<file path="src/rtl/snurisc_icache_if.sv">
// Fetch request/response and refill-memory signals shared by frontend, icache and instruction memory.
// slave = the cache side; master = the frontend/memory side that drives requests and refill beats.
interface snurisc_icache_if #(
  parameter int AWIDTH = 32,
  parameter int DWIDTH = AWIDTH
);
  logic              i_rq;
  logic              i_rnw;
  logic [AWIDTH-1:0] i_addr;
  logic              o_ready;
  logic              o_valid;
  logic [DWIDTH-1:0] o_inst;
  logic              o_mem_rq;
  logic [AWIDTH-1:0] o_mem_addr;
  logic              i_mem_valid;
  logic [DWIDTH-1:0] i_mem_data;

  modport slave (
    input  i_rq, i_rnw, i_addr, i_mem_valid, i_mem_data,
    output o_ready, o_valid, o_inst, o_mem_rq, o_mem_addr
  );

  modport master (
    output i_rq, i_rnw, i_addr, i_mem_valid, i_mem_data,
    input  o_ready, o_valid, o_inst, o_mem_rq, o_mem_addr
  );
endinterface

</file>
<file path="src/rtl/snurisc_icache.sv">
// Direct-mapped read-only icache: hit answers 1 cycle after accept (1/cycle sustained), miss refills a whole line.
// Backpressure: o_ready drops from a miss until the RESPOND cycle has passed; refill beats are paced by i_mem_valid.
module snurisc_icache #(
  parameter int AWIDTH     = 32,
  parameter int DWIDTH     = AWIDTH,
  parameter int NUM_LINES  = 16,
  parameter int LINE_WORDS = 4
) (
  input logic          i_clk,
  input logic          i_reset,
  snurisc_icache_if.slave bus
);
  localparam int WOB = $clog2(LINE_WORDS);
  localparam int IB  = $clog2(NUM_LINES);
  localparam int TB  = AWIDTH - 2 - WOB - IB;

  typedef enum logic [1:0] {IDLE, LOOKUP, REFILL, RESPOND} state_t;
  state_t state, state_nxt;

  logic [NUM_LINES-1:0] valid;
  logic [TB-1:0]        tags [NUM_LINES];
  logic [DWIDTH-1:0]    data [NUM_LINES][LINE_WORDS];

  // Request captured at accept; tag/valid/word are sampled then so a later invalidate cannot disturb it.
  logic [AWIDTH-3:0] addr_q;
  logic              l_valid;
  logic [TB-1:0]     l_tag;
  logic [DWIDTH-1:0] inst_q;
  logic [WOB-1:0]    cnt;

  logic ready, resp, mem_rq, accept, hit;

  logic [WOB-1:0] rq_wo;
  logic [IB-1:0]  rq_idx;
  logic [TB-1:0]  rq_tag;
  logic [WOB-1:0] q_wo;
  logic [IB-1:0]  q_idx;
  logic [TB-1:0]  q_tag;
  logic           unused_addr_bits;

  assign rq_wo  = bus.i_addr[2 +: WOB];
  assign rq_idx = bus.i_addr[2+WOB +: IB];
  assign rq_tag = bus.i_addr[AWIDTH-1 -: TB];
  assign q_wo   = addr_q[0 +: WOB];
  assign q_idx  = addr_q[WOB +: IB];
  assign q_tag  = addr_q[AWIDTH-3 -: TB];
  assign unused_addr_bits = &{1'b0, bus.i_addr[1:0]};

  assign hit    = l_valid && (l_tag == q_tag);
  assign accept = bus.i_rq && ready;

  always_ff @(posedge i_clk) begin
    if (i_reset) state <= IDLE;
    else         state <= state_nxt;
  end

  always_comb begin
    state_nxt = state;
    ready     = 1'b0;
    resp      = 1'b0;
    mem_rq    = 1'b0;
    case (state)
      IDLE: begin
        ready = 1'b1;
        if (bus.i_rq && bus.i_rnw) state_nxt = LOOKUP;
      end
      LOOKUP: begin
        if (hit) begin
          resp      = 1'b1;
          ready     = 1'b1;
          state_nxt = (bus.i_rq && bus.i_rnw) ? LOOKUP : IDLE;
        end else begin
          state_nxt = REFILL;
        end
      end
      REFILL: begin
        mem_rq = 1'b1;
        if (bus.i_mem_valid && (&cnt)) state_nxt = RESPOND;
      end
      RESPOND: begin
        resp      = 1'b1;
        state_nxt = IDLE;
      end
      default: state_nxt = IDLE;
    endcase
    if (i_reset) begin
      ready  = 1'b0;
      resp   = 1'b0;
      mem_rq = 1'b0;
    end
  end

  always_ff @(posedge i_clk) begin
    if (i_reset) begin
      valid   <= '0;
      l_valid <= 1'b0;
      inst_q  <= '0;
      cnt     <= '0;
    end else begin
      if (accept) begin
        if (bus.i_rnw) begin
          addr_q  <= bus.i_addr[AWIDTH-1:2];
          l_valid <= valid[rq_idx];
          l_tag   <= tags[rq_idx];
          inst_q  <= data[rq_idx][rq_wo];
        end else if (valid[rq_idx] && (tags[rq_idx] == rq_tag)) begin
          valid[rq_idx] <= 1'b0;
        end
      end
      if (state == LOOKUP && !hit) cnt <= '0;
      // Line becomes valid only on its final beat, so an abandoned refill leaves it invalid.
      if (state == REFILL && bus.i_mem_valid) begin
        data[q_idx][cnt] <= bus.i_mem_data;
        if (cnt == q_wo) inst_q <= bus.i_mem_data;
        cnt <= cnt + WOB'(1);
        if (&cnt) begin
          tags[q_idx]  <= q_tag;
          valid[q_idx] <= 1'b1;
        end
      end
    end
  end

  assign bus.o_ready    = ready;
  assign bus.o_valid    = resp;
  assign bus.o_inst     = i_reset ? '0 : inst_q;
  assign bus.o_mem_rq   = mem_rq;
  assign bus.o_mem_addr = mem_rq ? {addr_q[AWIDTH-3:WOB], cnt, 2'b00} : '0;
endmodule

</file>
<file path="src/flat_wrapper.sv">
// flat-port wrapper written by rule: the top's interface ports become plain ports
module snurisc_icache_flat 
#(
  parameter int AWIDTH     = 32,
  parameter int DWIDTH     = AWIDTH,
  parameter int NUM_LINES  = 16,
  parameter int LINE_WORDS = 4
)
  (i_clk, i_reset, bus_i_rq, bus_i_rnw, bus_i_addr, bus_i_mem_valid, bus_i_mem_data, bus_o_ready, bus_o_valid, bus_o_inst, bus_o_mem_rq, bus_o_mem_addr);
  snurisc_icache_if #(.AWIDTH(AWIDTH), .DWIDTH(DWIDTH)) bus_i ();
  input logic i_clk;
  input logic i_reset;
  input wire logic [$bits(bus_i.i_rq)-1:0] bus_i_rq;
  input wire logic [$bits(bus_i.i_rnw)-1:0] bus_i_rnw;
  input wire logic [$bits(bus_i.i_addr)-1:0] bus_i_addr;
  input wire logic [$bits(bus_i.i_mem_valid)-1:0] bus_i_mem_valid;
  input wire logic [$bits(bus_i.i_mem_data)-1:0] bus_i_mem_data;
  output wire logic [$bits(bus_i.o_ready)-1:0] bus_o_ready;
  output wire logic [$bits(bus_i.o_valid)-1:0] bus_o_valid;
  output wire logic [$bits(bus_i.o_inst)-1:0] bus_o_inst;
  output wire logic [$bits(bus_i.o_mem_rq)-1:0] bus_o_mem_rq;
  output wire logic [$bits(bus_i.o_mem_addr)-1:0] bus_o_mem_addr;
  assign bus_i.i_rq = bus_i_rq;
  assign bus_i.i_rnw = bus_i_rnw;
  assign bus_i.i_addr = bus_i_addr;
  assign bus_i.i_mem_valid = bus_i_mem_valid;
  assign bus_i.i_mem_data = bus_i_mem_data;
  assign bus_o_ready = bus_i.o_ready;
  assign bus_o_valid = bus_i.o_valid;
  assign bus_o_inst = bus_i.o_inst;
  assign bus_o_mem_rq = bus_i.o_mem_rq;
  assign bus_o_mem_addr = bus_i.o_mem_addr;
  snurisc_icache #(.AWIDTH(AWIDTH), .DWIDTH(DWIDTH), .NUM_LINES(NUM_LINES), .LINE_WORDS(LINE_WORDS)) u_core (.i_clk(i_clk), .i_reset(i_reset), .bus(bus_i));
endmodule
</file>
<file path="config.mk">
export PLATFORM = sky130hd
export DESIGN_NAME = snurisc_icache_flat
export DESIGN_NICKNAME = d
export VERILOG_FILES = /design/src/rtl/snurisc_icache_if.sv /design/src/rtl/snurisc_icache.sv /design/src/flat_wrapper.sv
export SDC_FILE = /design/constraint.sdc
export NUM_CORES = 2
export LEC_CHECK = 0
export ABC_CLOCK_PERIOD_IN_PS = 6500
export BUFFER_PORTS_ARGS = -buffer_cell sky130_fd_sc_hd__buf_4
export CAP_MARGIN = 0
export CORE_MARGIN = 4
export CORE_UTILIZATION = 63
export DETAILED_ROUTE_END_ITERATION = 10
export GPL_ROUTABILITY_DRIVEN = 0
export HOLD_SLACK_MARGIN = 0.05
export PLACE_DENSITY = 0.83
export SLEW_MARGIN = 20
export SYNTH_ARGS = -nofsm -noshare
export SYNTH_HDL_FRONTEND = slang
export SYNTH_SLANG_ARGS = --single-unit
export TNS_END_PERCENT = 30
</file>
<file path="constraint.sdc">
create_clock -name i_clk -period 6.5 [get_ports i_clk]
set_input_delay 1.3 -clock i_clk [delete_from_list [all_inputs] [get_ports i_clk]]
set_output_delay 1.3 -clock i_clk [all_outputs]
set_load 0.03 [all_outputs]
</file>
# Yosys cells after proc, flatten, opt, wreduce, memory -nomap -nowiden
# Memory sizes are Yosys's and may differ from the RTL's.
# Cells that the tools add are included.
classes:
  addsub: 1
  n_lt_le_gt_ge: 7
  eq_ne: 8
  muxes: 44
  n_bitwise: 6
  n_reduce_logical: 17
op_table:
  columns: ["cell", "n"]
  rows:
  - ["2-to-1 mux 32 bit", 9]
  - ["2-to-1 mux 128 bit", 1]
  - ["2-to-1 mux 16 bit", 6]
  - ["binary-select mux 32 bit (select 2 bit)", 1]
  - ["demux 32 bit (select 2 bit)", 1]
  - ["== test 24 bit", 2]
  - ["bitwise AND 16 bit", 1]
  - ["NOT 16 bit", 1]
  - ["bitwise OR 16 bit", 1]
  - ["2-to-1 mux 1 bit", 15]
  - ["logical AND 1 bit", 10]
  - ["< comparator 4 x 5 -> 1 bit (second input constant)", 2]
  - ["2-to-1 mux 2 bit", 5]
  - ["demux 1 bit (select 4 bit)", 2]
  - ["greater-or-equal comparator 4 x 1 -> 1 bit (second input constant)", 2]
  - ["one-hot mux 2 bit (4 select lines)", 1]
  - ["greater-or-equal comparator 3 bit (second input constant)", 2]
  - ["NOT 2 -> 3 bit", 2]
  - ["AND reduction 2 bit", 3]
  - ["binary-select mux 1 bit (select 4 bit)", 1]
  - ["== test 2 bit (second input constant)", 2]
  - ["inequality test 2 x 1 -> 1 bit (second input constant)", 2]
  - ["one-hot mux 1 bit (2 select lines)", 2]
  - ["< comparator 3 x 1 -> 1 bit (second input constant)", 1]
  - ["other kinds (8)", 8]
word_totals:
  regBits: 107
  ram_bits: 2432
  in_bits: 69
  output_inout_bits: 67
  mem_count: 2
memory_table:
  columns: ["memory", "words", "width", "rd", "rd_clocked_by_memory_dff", "write_ports", "line_no", "text"]
  rows:
  - ["u_core.data", 16, 128, 1, 0, 1, "snurisc_icache.sv:22", "logic [DWIDTH-1:0] data [NUM_LINES][LINE_WORDS];"]
  - ["u_core.tags", 16, 24, 1, 0, 1, "snurisc_icache.sv:21", "logic [TB-1:0] tags [NUM_LINES];"]

# Longest topological paths before layout
logic_depth:
  word_depth: 13
  mapped_depth: 18
  mapped_depth_nobuf: 8

# Least setup slack after synthesis
# Ideal clock, no wire load.
synth_path:
  kind: "register to register"
  startpoint: "register u_core.addr_q[22]"
  endpoint: "register u_core.inst_q[11]"
  t_arrival_ns: 4.988
  path_slack_ns: 1.426
  path_stages_with_launch: 11
  path_buffers: 2
  synth_period_minus_slack_ns: 5.074
  cell_sequence: "edfxtp_1 xor2_1 nor4_1 nand2_1 o41ai_1 and2_1 and3_1 clkbuf_1 clkbuf_1 mux2i_1 a211oi_1"
synth_between:
  elab_chain_cells: 9
synth_rtl:
  columns: ["element", "line_no", "text"]
  rows:
  - ["start: declaration", "snurisc_icache.sv:25", "logic [AWIDTH-3:0] addr_q;"]
  - ["start signal: assignment", "snurisc_icache.sv:102", "addr_q <= bus.i_addr[AWIDTH-1:2];"]
  - ["== test 24 bit (*)", "snurisc_icache.sv:49", "assign hit = l_valid && (l_tag == q_tag);"]
  - ["logical AND 1 bit (*)", "snurisc_icache.sv:49", null]
  - ["2-to-1 mux 1 bit (*)", "snurisc_icache.sv:68", "if (hit) begin"]
  - ["one-hot mux 1 bit (2 select lines) (*)", "snurisc_icache.sv:62", "case (state)"]
  - ["2-to-1 mux 1 bit (*)", "snurisc_icache.sv:86", "if (i_reset) begin"]
  - ["net bus_o_ready", "flat_wrapper.sv:18", "output wire logic [$bits(bus_i.o_ready)-1:0] bus_o_ready;"]
  - ["logical AND 1 bit (*)", "snurisc_icache.sv:50", "assign accept = bus.i_rq && ready;"]
  - ["2-to-1 mux 32 bit (*)", "snurisc_icache.sv:100", "if (accept) begin"]
  - ["2-to-1 mux 32 bit", "snurisc_icache.sv:114", "if (cnt == q_wo) inst_q <= bus.i_mem_data;"]
  - ["2-to-1 mux 32 bit (*)", "snurisc_icache.sv:112", "if (state == REFILL && bus.i_mem_valid) begin"]
  - ["end signal: assignment", "snurisc_icache.sv:105", "inst_q <= data[rq_idx][rq_wo];"]
  - ["end signal: assignment", "snurisc_icache.sv:114", null]
  - ["end: declaration", "snurisc_icache.sv:28", "logic [DWIDTH-1:0] inst_q;"]
# Mark *: on every way through the listed nets, which the timed path passes. The rest lies on a longest branch.
# A chain may end at the register's enable or synchronous reset.

# Worst setup path in the final report
layout_path:
  startpoint: "input bus_i_addr[5]"
  endpoint: "register u_core.valid[12]"
layout_between:
  elab_chain_cells: 13
layout_rtl:
  columns: ["element", "line_no", "text"]
  rows:
  - ["start: declaration", "flat_wrapper.sv:15", "input wire logic [$bits(bus_i.i_addr)-1:0] bus_i_addr;"]
  - ["< comparator 4 x 5 -> 1 bit (implied by the code) or greater-or-equal comparator 4 x 1 -> 1 bit (tied branches)", "snurisc_icache.sv:107", "valid[rq_idx] <= 1'b0;"]
  - ["logical AND 1 bit (implied by the code)", "snurisc_icache.sv:107", null]
  - ["2-to-1 mux 1 bit (implied by the code)", "snurisc_icache.sv:107", null]
  - ["demux 1 bit (select 4 bit)", null, null]
  - ["NOT 16 bit (no line)", null, null]
  - ["bitwise AND 16 bit (no line)", null, null]
  - ["2-to-1 mux 16 bit (*)", "snurisc_icache.sv:106", "end else if (valid[rq_idx] && (tags[rq_idx] == rq_tag)) begin"]
  - ["2-to-1 mux 16 bit (*)", "snurisc_icache.sv:101", "if (bus.i_rnw) begin"]
  - ["2-to-1 mux 16 bit (*)", "snurisc_icache.sv:100", null]
  - ["2-to-1 mux 16 bit (*)", "snurisc_icache.sv:94", "if (i_reset) begin"]
  - ["bitwise OR 16 bit (no line)", null, null]
  - ["2-to-1 mux 16 bit", "snurisc_icache.sv:116", "if (&cnt) begin"]
  - ["2-to-1 mux 16 bit (*)", "snurisc_icache.sv:112", null]
  - ["end signal: assignment", "snurisc_icache.sv:95", "valid <= '0;"]
  - ["end signal: indexed assignment", "snurisc_icache.sv:107", null]
  - ["end signal: indexed assignment", "snurisc_icache.sv:118", "valid[q_idx] <= 1'b1;"]
  - ["end: declaration", "snurisc_icache.sv:20", "logic [NUM_LINES-1:0] valid;"]
# Every way passes the cells marked *; elsewhere a longest branch is shown, timed or not. The select of a mux whose other input is x is not followed.

==> results.py <==
metrics = {
    "outcome": {
        "outcome": "completed",
    },
    "synth": {
        "synth-seq-area-share": 0.769,
        "synth_edf_count": 2486,
        "ys.flop_type": "edfxtp_1",
        "ys_ff_latch": 2539,
        "synthesis.area_um2": 98500,
        "syn_avg_cell_area_um2": 23.4,
        "synth.distinct_cells": 70,
        "yosysWarnings": 0,
        "syn_inst": 4208,
        "async_flop_share": 0,
    },
    "floorplan": {
        "die_height_um": 403,
        "die_w_um": 403,
        "start_util": 0.636,
        "io_pins": 136,
        "num_rows": 144,
        "coreArea_um2": 155000,
        "dieArea_um2": 163000,
    },
    "clock_tree": {
        "cts_setup_buffers": 0,
        "cts_sinks": 2539,
        "cts_tree": "built",
        "clock_latency_ns": 0.87,
        "htreeDepth": 4,
        "cts_inserted_buffers": 227,
        "clk_pin_slew_ns": 0.06,
        "cts_root_buffer": "clkbuf_16",
        "clock_path_buffers": 3,
        "cts_hold_buffers": 0,
        "cts-resized-gates": 0,
    },
    "power": {
        "cellPowerDensity_nw_per_um2": 298,
        "leakage_nw": 34.5,
        "ir_drop_v": 0.000274,
    },
    "detailed_routing": {
        "via_per_inst": 7.67,
        "wl_per_cell_um": 42.9,
        "drt_iter0_drc": 9428,
        "remaining_drc_errors": 0,
        "vias": 51579,
        "wl_mm": 288,
        "first_pass_iters": 8,
        "postRouteAntennaNets": 0,
    },
    "grt": {
        "grt_overflow": 0,
        "antenna_found_initial": 24,
        "grt_max_degree": 135,
        "grtUsageTotal": 0.359,
        "grt_pass1_wl_mm": 403,
        "first_global_vias": 51474,
    },
    "setup_path": {
        "path_class": "in -> reg",
        "cp_num_buf_inv": 2,
        "crit_required_ns": 7.23,
        "reg2reg_slack_ns": 2.09,
        "start_kind": "input port",
        "max_stage_delay_ns": 1.02,
        "arrival_ns": 5.64,
        "cp-end-kind": "flip-flop",
        "slowest_stage": "nor4b_1",
        "cpLargestDelayFamily": "simple AND/OR/NAND/NOR gates",
        "path_max_fanout": 90,
        "path_cells": "buf_8, buf_4, mux4_2, mux2i_1, o21ai_0, nor4b_1, nand3_1, or4_1, a31o_1",
    },
    "sta": {
        "tightest_slew_ns": 1.30,
        "min_period_ns": 4.91,
        "relSlewSlack": 0.133,
        "rsz0062_at_grt": "no",
        "fmax_ghz": 0.204,
        "report.final.slew_viol_count": 0,
        "finClkSkew_ns": 0.0443,
        "setup_tns_ns": 0,
        "period_share": 0.755,
        "setup_violations": 0,
        "hold_violations": 0,
        "setup_ws_ns": 1.59,
    },
    "cells_and_area": {
        "fin_nets": 4546,
        "area_growth_pct": 12.1,
        "layout_commonest_cell": "edfxtp_1",
        "final_cell_mix": "edfxtp_1 (2486), mux4_2 (745), clkbuf_16 (229), buf_4 (228), mux2i_1 (124)",
        "drive_above_1_share": 0.306,
    },
    "place": {
        "dp_slack_ns": 1.10,
        "io_buffers": 131,
        "dp_hpwl_mm": 143,
    },
    "run": {
        "maxCapViolations": 0,
    },
    "min_path": {
        "hp-class": "reg -> reg",
    },
}
[Yosys cell counts (all sizes together) (6+ instances only)]
cell type  instances  area (um^2)
nor4               6         37.5
nand4              7         43.8
buf              113          623
mux2i            124         1240
nor2b             46          288
or4               10         78.8
clkbuf           117          439
nand3             25          125
or4b               8         80.1
o21ai             12         60.1
xor2              33          289
xnor2             19          166
a211oi            36          270
dfxtp             53         1060
mux4             756        17100
mux2               6         67.6
a31o              16          140
edfxtp          2486        74700
nand2             58          218
nor2             131          492
a22oi             23          173
inv               16         60.1
and2              32          200
[worst reg2reg max path, stage by stage, from the launching register on]
cell and delay, ns:
edfxtp_1 0.64, xor2_1 0.28, nor4_1 0.43, nand3_1 0.27, o41ai_1 0.35, buf_4 0.23
and2_1 0.29, and3_4 0.58, buf_12 0.50, mux2i_1 0.51, a211oi_1 0.14
[state kept, by name, summed over array words and instances, names as in the netlist, named ones only]
register,cells
u_core.valid,16
u_core.data,2048
u_core.tags,384
u_core.cnt,2
u_core.l_tag,24
u_core.addr_q,30
u_core.state,1
u_core.inst_q,32
u_core.l_valid,1
[layout make-up]
cell class	count	area [um^2]
inverter	17	71.3
multi-input combinational	1423	22300
antenna	17	42.5
clock inverter	125	1200
clock buffer	295	6020
tap	2044	2560
sequential	2539	75700
fill	7927	44400
timing repair buffer	265	2500
[where the power goes]
part           total [mW]  switching, mW  internal [mW]
Combinational        1.53          0.900          0.634
Clock                13.4           6.11           7.25
Sequential           18.0         0.0372           18.0
Total                32.9           7.05           25.8
[stage by stage]
| stage | cells | hold WS [ns] | cell area [um^2] | total power, mW | util |
|---|---|---|---|---|---|
| detailed placement | 6274 | 0.468 | 103000 | 19.8 | 0.664 |
| CTS | 6694 | 0.484 | 110000 | 32.9 | 0.711 |
| floorplan | 4209 | 0.452 | 98500 | 19.3 | - |
| finish | 6725 | 0.494 | 110000 | 32.9 | 0.713 |
| global route | 6717 | 0.517 | 110000 | 33.7 | 0.713 |
| global placement | 6268 | 0.460 | 103000 | 19.7 | 0.663 |
[layer usage]
metal / up-vias / track usage / routed length (um)
met5: - / 0.00119 / 73
met4: 10 / 0.186 / 18500
met3: 1134 / 0.103 / 40700
met2: 5529 / 0.568 / 140000
met1: 26379 / 0.463 / 88700
li1: 18527 / - / -
[final timing paths]
check / endpoint / cells after the start / start
setup / recovery: u_core.valid[12] / 9 / bus_i_addr[5]
hold / removal: u_core.valid[15] / 1 / u_core.valid[15]
setup reg to reg: u_core.inst_q[25] / 10 / u_core.addr_q[16]
hold reg to reg: u_core.valid[15] / 1 / u_core.valid[15]
[logic make-up after synthesis]
family | synth area share
mux | 0.187
buf+inv | 0.0114
fa+ha+maj | 0.000508
xor+xnor | 0.00462
simple gates | 0.0171
other cells | 0.0000381
compound gates | 0.0108
flops | 0.769
Note: power is estimated with default switching activity, not from simulation.
